--- config.mk ---
export PLATFORM = sky130hd
export DESIGN_NAME = temple_run_runner
export DESIGN_NICKNAME = d
export VERILOG_FILES = /design/src/rtl/temple_run_pkg.sv /design/src/rtl/temple_run_runner_btn_debounce.sv /design/src/rtl/temple_run_runner.sv
export SDC_FILE = /design/constraint.sdc
export NUM_CORES = 1
export LEC_CHECK = 0
export ABC_CLOCK_PERIOD_IN_PS = 3670
export CORE_ASPECT_RATIO = 1.1
export CORE_UTILIZATION = 56
export DETAILED_ROUTE_END_ITERATION = 6
export PLACE_DENSITY = 0.89
export SLEW_MARGIN = 20
export SYNTH_ARGS = -nofsm -noshare
export SYNTH_HDL_FRONTEND = slang
export SYNTH_HIERARCHICAL = 1
export SYNTH_SLANG_ARGS = --single-unit
export TNS_END_PERCENT = 100
--- constraint.sdc ---
create_clock -name clk -period 3.67 [get_ports clk]
set_input_delay 0.9175 -clock clk [delete_from_list [all_inputs] [get_ports clk]]
set_output_delay 0.9175 -clock clk [all_outputs]
set_load 0.1 [all_outputs]
--- src/rtl/temple_run_pkg.sv ---
// Shared definitions for the temple run player stage: lane codes, one-hot moves,
// FSM state encoding and point values.
package temple_run_pkg;

  localparam logic [1:0] CODE_OBST  = 2'b00;
  localparam logic [1:0] CODE_CLEAR = 2'b01;
  localparam logic [1:0] CODE_COIN  = 2'b10;

  localparam logic [2:0] MOVE_RIGHT  = 3'b100;
  localparam logic [2:0] MOVE_CENTRE = 3'b010;
  localparam logic [2:0] MOVE_LEFT   = 3'b001;

  localparam int PTS_COIN  = 3;
  localparam int PTS_CLEAR = 1;

  typedef enum logic [2:0] {
    IDLE     = 3'd0,
    WAIT_ROW = 3'd1,
    DECIDE   = 3'd2,
    COMMIT   = 3'd3,
    OVER     = 3'd4
  } state_t;

  // Lane code under a one-hot lane; anything not right/left reads the centre lane.
  function automatic logic [1:0] lane_code(input logic [2:0] lane,
                                           input logic [1:0] code_r,
                                           input logic [1:0] code_c,
                                           input logic [1:0] code_l);
    logic [1:0] code;
    case (lane)
      MOVE_RIGHT: code = code_r;
      MOVE_LEFT:  code = code_l;
      default:    code = code_c;
    endcase
    return code;
  endfunction

endpackage

--- src/rtl/temple_run_runner_btn_debounce.sv ---
// Button front end: 2-flop synchroniser, stable-count debouncer and a
// one-cycle pulse on each rising edge of the debounced level.
module btn_debounce #(
  parameter int DEBOUNCE_CYCLES = 16
) (
  input  logic clk,
  input  logic rst,
  input  logic i_btn,
  output logic o_press
);
  localparam int CW = $clog2(DEBOUNCE_CYCLES + 1);

  logic          r_meta;
  logic          r_sync;
  logic          r_last;
  logic          r_level;
  logic          r_level_q;
  logic [CW-1:0] r_cnt;

  always_ff @(posedge clk) begin
    if (rst) begin
      r_meta    <= 1'b0;
      r_sync    <= 1'b0;
      r_last    <= 1'b0;
      r_level   <= 1'b0;
      r_level_q <= 1'b0;
      r_cnt     <= '0;
    end else begin
      r_meta    <= i_btn;
      r_sync    <= r_meta;
      r_last    <= r_sync;
      r_level_q <= r_level;
      // Any change of the synchronised sample restarts the stability count.
      if (r_sync != r_last) begin
        r_cnt <= '0;
      end else if (r_cnt == CW'(DEBOUNCE_CYCLES - 1)) begin
        r_level <= r_last;
      end else begin
        r_cnt <= r_cnt + 1'b1;
      end
    end
  end

  assign o_press = r_level & ~r_level_q;

endmodule

--- src/rtl/temple_run_runner.sv ---
// Player stage: debounced lane buttons, per-row decision window, score/lives
// bookkeeping. Define TEMPLE_RUN_AUTOPILOT_EN to pick the best lane automatically.
module temple_run_runner
  import temple_run_pkg::*;
#(
  parameter int DEBOUNCE_CYCLES = 16,
  parameter int DECISION_CYCLES = 1000,
  parameter int MAX_LIVES       = 3,
  parameter int SCORE_W         = 10
) (
  input  logic               clk,
  input  logic               rst,
  input  logic               btn_right,
  input  logic               btn_centre,
  input  logic               btn_left,
  input  logic [1:0]         path_right,
  input  logic [1:0]         path_centre,
  input  logic [1:0]         path_left,
  input  logic               row_valid,
  output logic [2:0]         move,
  output logic               move_valid,
  output logic [SCORE_W-1:0] score,
  output logic [1:0]         lives,
  output logic               game_over,
  output logic               overrun,
  output logic [2:0]         dbg_state
);
  // Handshake: row_valid is a 1-cycle pulse accepted only in WAIT_ROW; path_* stay
  // stable until move_valid, a 1-cycle pulse during COMMIT carrying the chosen lane.

  logic w_press_r, w_press_c, w_press_l, w_any_press;
  logic [2:0] w_press_lane;
  logic [1:0] w_code;
  logic [1:0] w_pts;
  logic [SCORE_W:0] w_sum;
  logic [SCORE_W-1:0] w_score_next;

  state_t             r_state;
  logic [2:0]         r_lane;
  logic [2:0]         r_move;
  logic               r_move_valid;
  logic [SCORE_W-1:0] r_score;
  logic [1:0]         r_lives;
  logic               r_game_over;
  logic               r_overrun;

  btn_debounce #(.DEBOUNCE_CYCLES(DEBOUNCE_CYCLES)) u_db_right (
    .clk(clk), .rst(rst), .i_btn(btn_right), .o_press(w_press_r));
  btn_debounce #(.DEBOUNCE_CYCLES(DEBOUNCE_CYCLES)) u_db_centre (
    .clk(clk), .rst(rst), .i_btn(btn_centre), .o_press(w_press_c));
  btn_debounce #(.DEBOUNCE_CYCLES(DEBOUNCE_CYCLES)) u_db_left (
    .clk(clk), .rst(rst), .i_btn(btn_left), .o_press(w_press_l));

  assign w_any_press  = w_press_r | w_press_c | w_press_l;
  assign w_press_lane = w_press_r ? MOVE_RIGHT : (w_press_c ? MOVE_CENTRE : MOVE_LEFT);

  assign w_code = lane_code(r_lane, path_right, path_centre, path_left);

  always_comb begin
    w_pts = 2'd0;
    case (w_code)
      CODE_COIN:         w_pts = 2'(PTS_COIN);
      CODE_CLEAR, 2'b11: w_pts = 2'(PTS_CLEAR);
      default:           w_pts = 2'd0;
    endcase
  end

  assign w_sum        = {1'b0, r_score} + (SCORE_W + 1)'(w_pts);
  assign w_score_next = w_sum[SCORE_W] ? {SCORE_W{1'b1}} : w_sum[SCORE_W-1:0];

`ifdef TEMPLE_RUN_AUTOPILOT_EN
  function automatic logic [2:0] best_lane(input logic [1:0] c_r,
                                           input logic [1:0] c_c,
                                           input logic [1:0] c_l);
    if (c_r >= c_c && c_r >= c_l) return MOVE_RIGHT;
    else if (c_c >= c_l)          return MOVE_CENTRE;
    else                          return MOVE_LEFT;
  endfunction

  logic [2:0] w_auto_lane;
  assign w_auto_lane = best_lane(path_right, path_centre, path_left);
`else
  localparam int DW = (DECISION_CYCLES > 1) ? $clog2(DECISION_CYCLES) : 1;
  logic [DW-1:0] r_cnt;
`endif

  always_ff @(posedge clk) begin
    if (rst) begin
      r_state      <= IDLE;
      r_lane       <= MOVE_CENTRE;
      r_move       <= MOVE_CENTRE;
      r_move_valid <= 1'b0;
      r_score      <= '0;
      r_lives      <= 2'(MAX_LIVES);
      r_game_over  <= 1'b0;
      r_overrun    <= 1'b0;
`ifndef TEMPLE_RUN_AUTOPILOT_EN
      r_cnt        <= '0;
`endif
    end else begin
      r_move_valid <= 1'b0;
      if (row_valid && r_state != WAIT_ROW) r_overrun <= 1'b1;
      case (r_state)
        IDLE, OVER: begin
          if (w_any_press) begin
            r_score     <= '0;
            r_lives     <= 2'(MAX_LIVES);
            r_game_over <= 1'b0;
            r_state     <= WAIT_ROW;
          end
        end
        WAIT_ROW: begin
          if (row_valid) begin
`ifndef TEMPLE_RUN_AUTOPILOT_EN
            r_cnt <= '0;
`endif
            r_state <= DECIDE;
          end
        end
        DECIDE: begin
`ifdef TEMPLE_RUN_AUTOPILOT_EN
          r_lane       <= w_auto_lane;
          r_move       <= w_auto_lane;
          r_move_valid <= 1'b1;
          r_state      <= COMMIT;
`else
          r_cnt <= r_cnt + 1'b1;
          // A press beats the timeout when both land in the same cycle.
          if (w_any_press) begin
            r_lane       <= w_press_lane;
            r_move       <= w_press_lane;
            r_move_valid <= 1'b1;
            r_state      <= COMMIT;
          end else if (r_cnt == DW'(DECISION_CYCLES - 1)) begin
            r_move       <= r_lane;
            r_move_valid <= 1'b1;
            r_state      <= COMMIT;
          end
`endif
        end
        COMMIT: begin
          if (w_code == CODE_OBST) begin
            if (r_lives <= 2'd1) begin
              r_lives     <= 2'd0;
              r_game_over <= 1'b1;
              r_state     <= OVER;
            end else begin
              r_lives <= r_lives - 2'd1;
              r_state <= WAIT_ROW;
            end
          end else begin
            r_score <= w_score_next;
            r_state <= WAIT_ROW;
          end
        end
        default: r_state <= IDLE;
      endcase
    end
  end

  assign move       = r_move;
  assign move_valid = r_move_valid;
  assign score      = r_score;
  assign lives      = r_lives;
  assign game_over  = r_game_over;
  assign overrun    = r_overrun;
  assign dbg_state  = r_state;

endmodule

==> metrics.md <==
| Metric | Value |
|---|---|
| Outcome | `complete, no violations` |
| Mapped Cells | `approximately 340` |
| Drt wl/cell | `13.67 µm` |
| Gr usage total | `0.2374` |
| Top_reg_cell synth | `dfxtp_1` |
| Final setup TNS | `0 ps` |
| Iteration-0 DRC Markers | `between 150 and 200` |
| Maximum clock rate | `approximately 320 MHz` |
| Fin crit share | `0.8408` |
| Post-synth top area share | `0.4202` |
| CP endpoint | `score[0]$_SDFFE_PP0P_` |
| GP Congestion | `between 0.8 and 0.9` |
| Netlist cell types | `59` |
| Post-route ant nets | `0` |
| Pwr/cell area | `377.1 nW/µm²` |
| Postcts setup bufs | `0` |
| Syn-to-layout area delta | `17.03%` |
| Crit path DAT | `3360 ps` |
| Register area share after synthesis | `0.4202` |
| # diodes | `0` |
| Clk slew on worst S/H paths | `70 ps` |
| Worst r2r src | `r_lane[2]$_SDFFE_PP0P_` |
| Worst-path fanout max | `6` |
| Unrepaired setup endpoints after global routing | `false` |
| Fin util | `0.6949` |
| Cell taking the most area after synthesis | `dfxtp_1` |
| Worst r2r dst | `score[0]$_SDFFE_PP0P_` |
| IO Port Bufs | `32` |
| Ports | `33` |
| Synth warn | `6` |
| Top cells by area, synth | `dfxtp_1 (42%), a21oi_1 (5.9%), nor2_1 (4.7%)` |
| Min Clock Period, post-route | `around 3100 ps` |
| Critical path endpoint category | `register` |
| Place WS | `273.4 ps` |
| TritonCTS clock tree | `built` |
| Max rail drop VDD | `between 0.2 and 0.3 mV` |
| Largest net degree at the start of global routing | `23` |
| Seq pwr share | `0.536` |
| Layout Nets | `just under 400` |
| Number of synthesized flops with an enable pin | `0` |
| Psw | `0.3082 mW` |
| Starting Density | `0.5938` |
| Die width | `about 72 µm` |
| Avg Cell Area, Syn | `between 9 and 10 µm²` |
| Die area | `between 5000 and 6000 µm²` |
| Number of global-route vias before repair | `2423` |
| Final Hold Fails | `0` |
| # resized after CTS | `0` |
| Slew @ Worst Pin | `approximately 970 ps` |
| Clock Sinks | `64` |
| Internal | `1.037 mW` |
| HPWL Detailed | `around 4.3 mm` |
| Reg2Reg Setup Slack | `between 1000 and 1500 ps` |
| Max-cap violations | `0` |
| HP Class | `reg2reg` |
| Root Buffer | `clkbuf_8` |
| Synth Net Count | `between 300 and 400` |
| Sw Share | `0.2290` |
| Clock network fraction of total power | `0.414` |
| # setup viols final | `0` |
| DR vias | `2563` |
| Setup Crit Path Kind | `in2reg` |
| Chip Height | `around 79 µm` |
| DRC errors left | `0` |
| Ys async rst share | `0` |
| Cells on worst reg2reg path | `12` |
| Insertion delay to the later sink of the worst-skew pair | `330 ps` |
| Share of layout cells above drive strength 1 | `0.1220` |
| H-tree levels | `3` |
| First-pass GRT wire length | `approximately 11 mm` |
| Post-Route WL | `between 6 and 7 mm` |
| Logic pwr share | `0.050` |
| Core area | `5135 µm²` |
| Max transition margin | `0.3545` |
| Num CTS Buffers | `9` |
| Pins over their slew limit | `0` |
| Crit path from | `path_centre[0]` |
| Clk_skew | `between 5 and 6 ps` |
| Post-route setup slack | `approximately 600 ps` |
| CTS Hold Bufs | `0` |
| Mapped Area | `about 3000 µm²` |
| CTS max path bufs | `2` |
| Drt pass-1 iters | `4` |
| Initial antenna violation count | `0` |
| Tot Pwr | `approximately 1.3 mW` |
| Yosys reg bits | `64` |
| Leakage Power | `~1.5 nW` |
| GRT overflow | `0` |
| Num rows | `27` |
| Drt via density | `approximately 5.7` |
| Startpoint types | `input pin` |
| CP required | `3950 ps` |
==> cells in the mapped netlist (all sizes together), types with 3 or more instances <==
| library cell | count |
|---|---|
| dfxtp | 64 |
| nor2 | 40 |
| a21oi | 36 |
| nor2b | 21 |
| nand2 | 17 |
| nand3 | 14 |
| inv | 13 |
| o21ai | 11 |
| ha | 9 |
| nand2b | 9 |
| buf | 8 |
| nor3 | 7 |
| a31oi | 6 |
| xnor2 | 6 |
| xor2 | 6 |
| a211oi | 5 |
| and3 | 5 |
| mux2i | 5 |
| a211o | 4 |
| a21o | 4 |
| clkbuf | 4 |
| nand4b | 4 |
| or2 | 4 |
| nand3b | 3 |
| nand4 | 3 |
| nor3b | 3 |
==> kinds of logic (layout without fill, tap and decap cells) <==
| family | after synthesis | after routing | share of synthesized area |
|---|---|---|---|
| simple gates | 141 | 141 | 0.2778 |
| buf+inv | 25 | 65 | 0.04390 |
| compound gates | 80 | 80 | 0.1637 |
| flops | 64 | 64 | 0.4202 |
| fa+ha+maj | 10 | 10 | 0.04350 |
| xor+xnor | 12 | 12 | 0.03447 |
| mux | 5 | 5 | 0.01641 |
==> cells in the final DEF (no fill, tap or decap), types with 6 or more instances in the layout <==
master           synthesis  final
nor2b_1                 18     18
nand2b_1                 9      9
nand3_1                 12     12
a31oi_1                  6      6
clkdlybuf4s50_1          0     24
o21ai_0                 10     10
inv_1                   13     13
dfxtp_1                 64     64
nand2_1                 16     16
ha_1                     9      9
xor2_1                   6      6
a21oi_1                 36     36
xnor2_1                  6      6
buf_4                    2     12
clkbuf_8                 0     12
nor3_1                   7      7
nor2_1                  38     38
==> power groups by stage <==
| stage | logic, mW | registers [mW] | clock network, mW |
|---|---|---|---|
| after CTS | 0.0682 | 0.721 | 0.565 |
| final | 0.0676 | 0.721 | 0.557 |
| after global routing | 0.0764 | 0.722 | 0.598 |
| after global placement | 0.0649 | 0.736 | 0 |
| after detailed placement | 0.0681 | 0.736 | 0 |
| after floorplan | 0.0367 | 0.741 | 0 |
==> per-layer routing <==
metal / vias to the layer above / global-route usage / routed length [µm]
li1: 1259 / - / -
met5: - / 0 / 0
met2: 67 / 0.3850 / 2932
met1: 1224 / 0.2936 / 2807
met3: 13 / 0.05556 / 257
met4: 0 / 0.1176 / 140
==> per-stage QoR <==
step           instances  area (µm²)  hold WS, ps
3_3_place_gp         433        3385        415.1
6_report             449        3568        436.3
3_5_place_dp         433        3385        420.4
2_1_floorplan        337        3049        413.8
4_1_cts              449        3568        436.0
5_1_grt              449        3568        445.7
==> how the worst min path moves through the flow <==
stage	end	slack, ps	cells after the start	from
floorplan	u_db_centre/r_sync$_SDFF_PP0_	410	1	u_db_centre/r_meta$_SDFF_PP0_
global placement	u_db_centre/r_sync$_SDFF_PP0_	420	1	u_db_centre/r_meta$_SDFF_PP0_
detailed placement	u_db_left/r_sync$_SDFF_PP0_	420	1	u_db_left/r_meta$_SDFF_PP0_
CTS	u_db_left/r_sync$_SDFF_PP0_	440	1	u_db_left/r_meta$_SDFF_PP0_
global route	u_db_left/r_sync$_SDFF_PP0_	450	1	u_db_left/r_meta$_SDFF_PP0_
finish	u_db_right/r_sync$_SDFF_PP0_	440	1	u_db_right/r_meta$_SDFF_PP0_
==> layout make-up <==
class | instances | area (µm²)
clock inverter | 3 | 15.01
inverter | 13 | 48.80
fill | 419 | 1567
timing repair buffer | 36 | 330.3
sequential | 64 | 1281
tap | 72 | 90.09
multi-input combinational | 248 | 1634
clock buffer | 13 | 168.9
==> flip-flops by register name, indices dropped and copies added (netlist names), 2 cells and up <==
register and count:
r_lane 3, move 3, u_db_left/r_cnt 5, u_db_right/r_cnt 5, r_cnt 10, lives 2
score 10, u_db_centre/r_cnt 5, dbg_state 3
==> critical path: stages <==
cell and delay [ps]:
clkdlybuf4s50_1 490, nor2b_1 50, o21ai_0 170, nand3_2 160, nand2_2 130, ha_1 170
inv_1 60, fa_1 410, nor2_1 160, nand2b_1 160, a21oi_1 260, mux2i_1 120
nor2_1 90
Note: power is estimated with default switching activity, not from simulation.
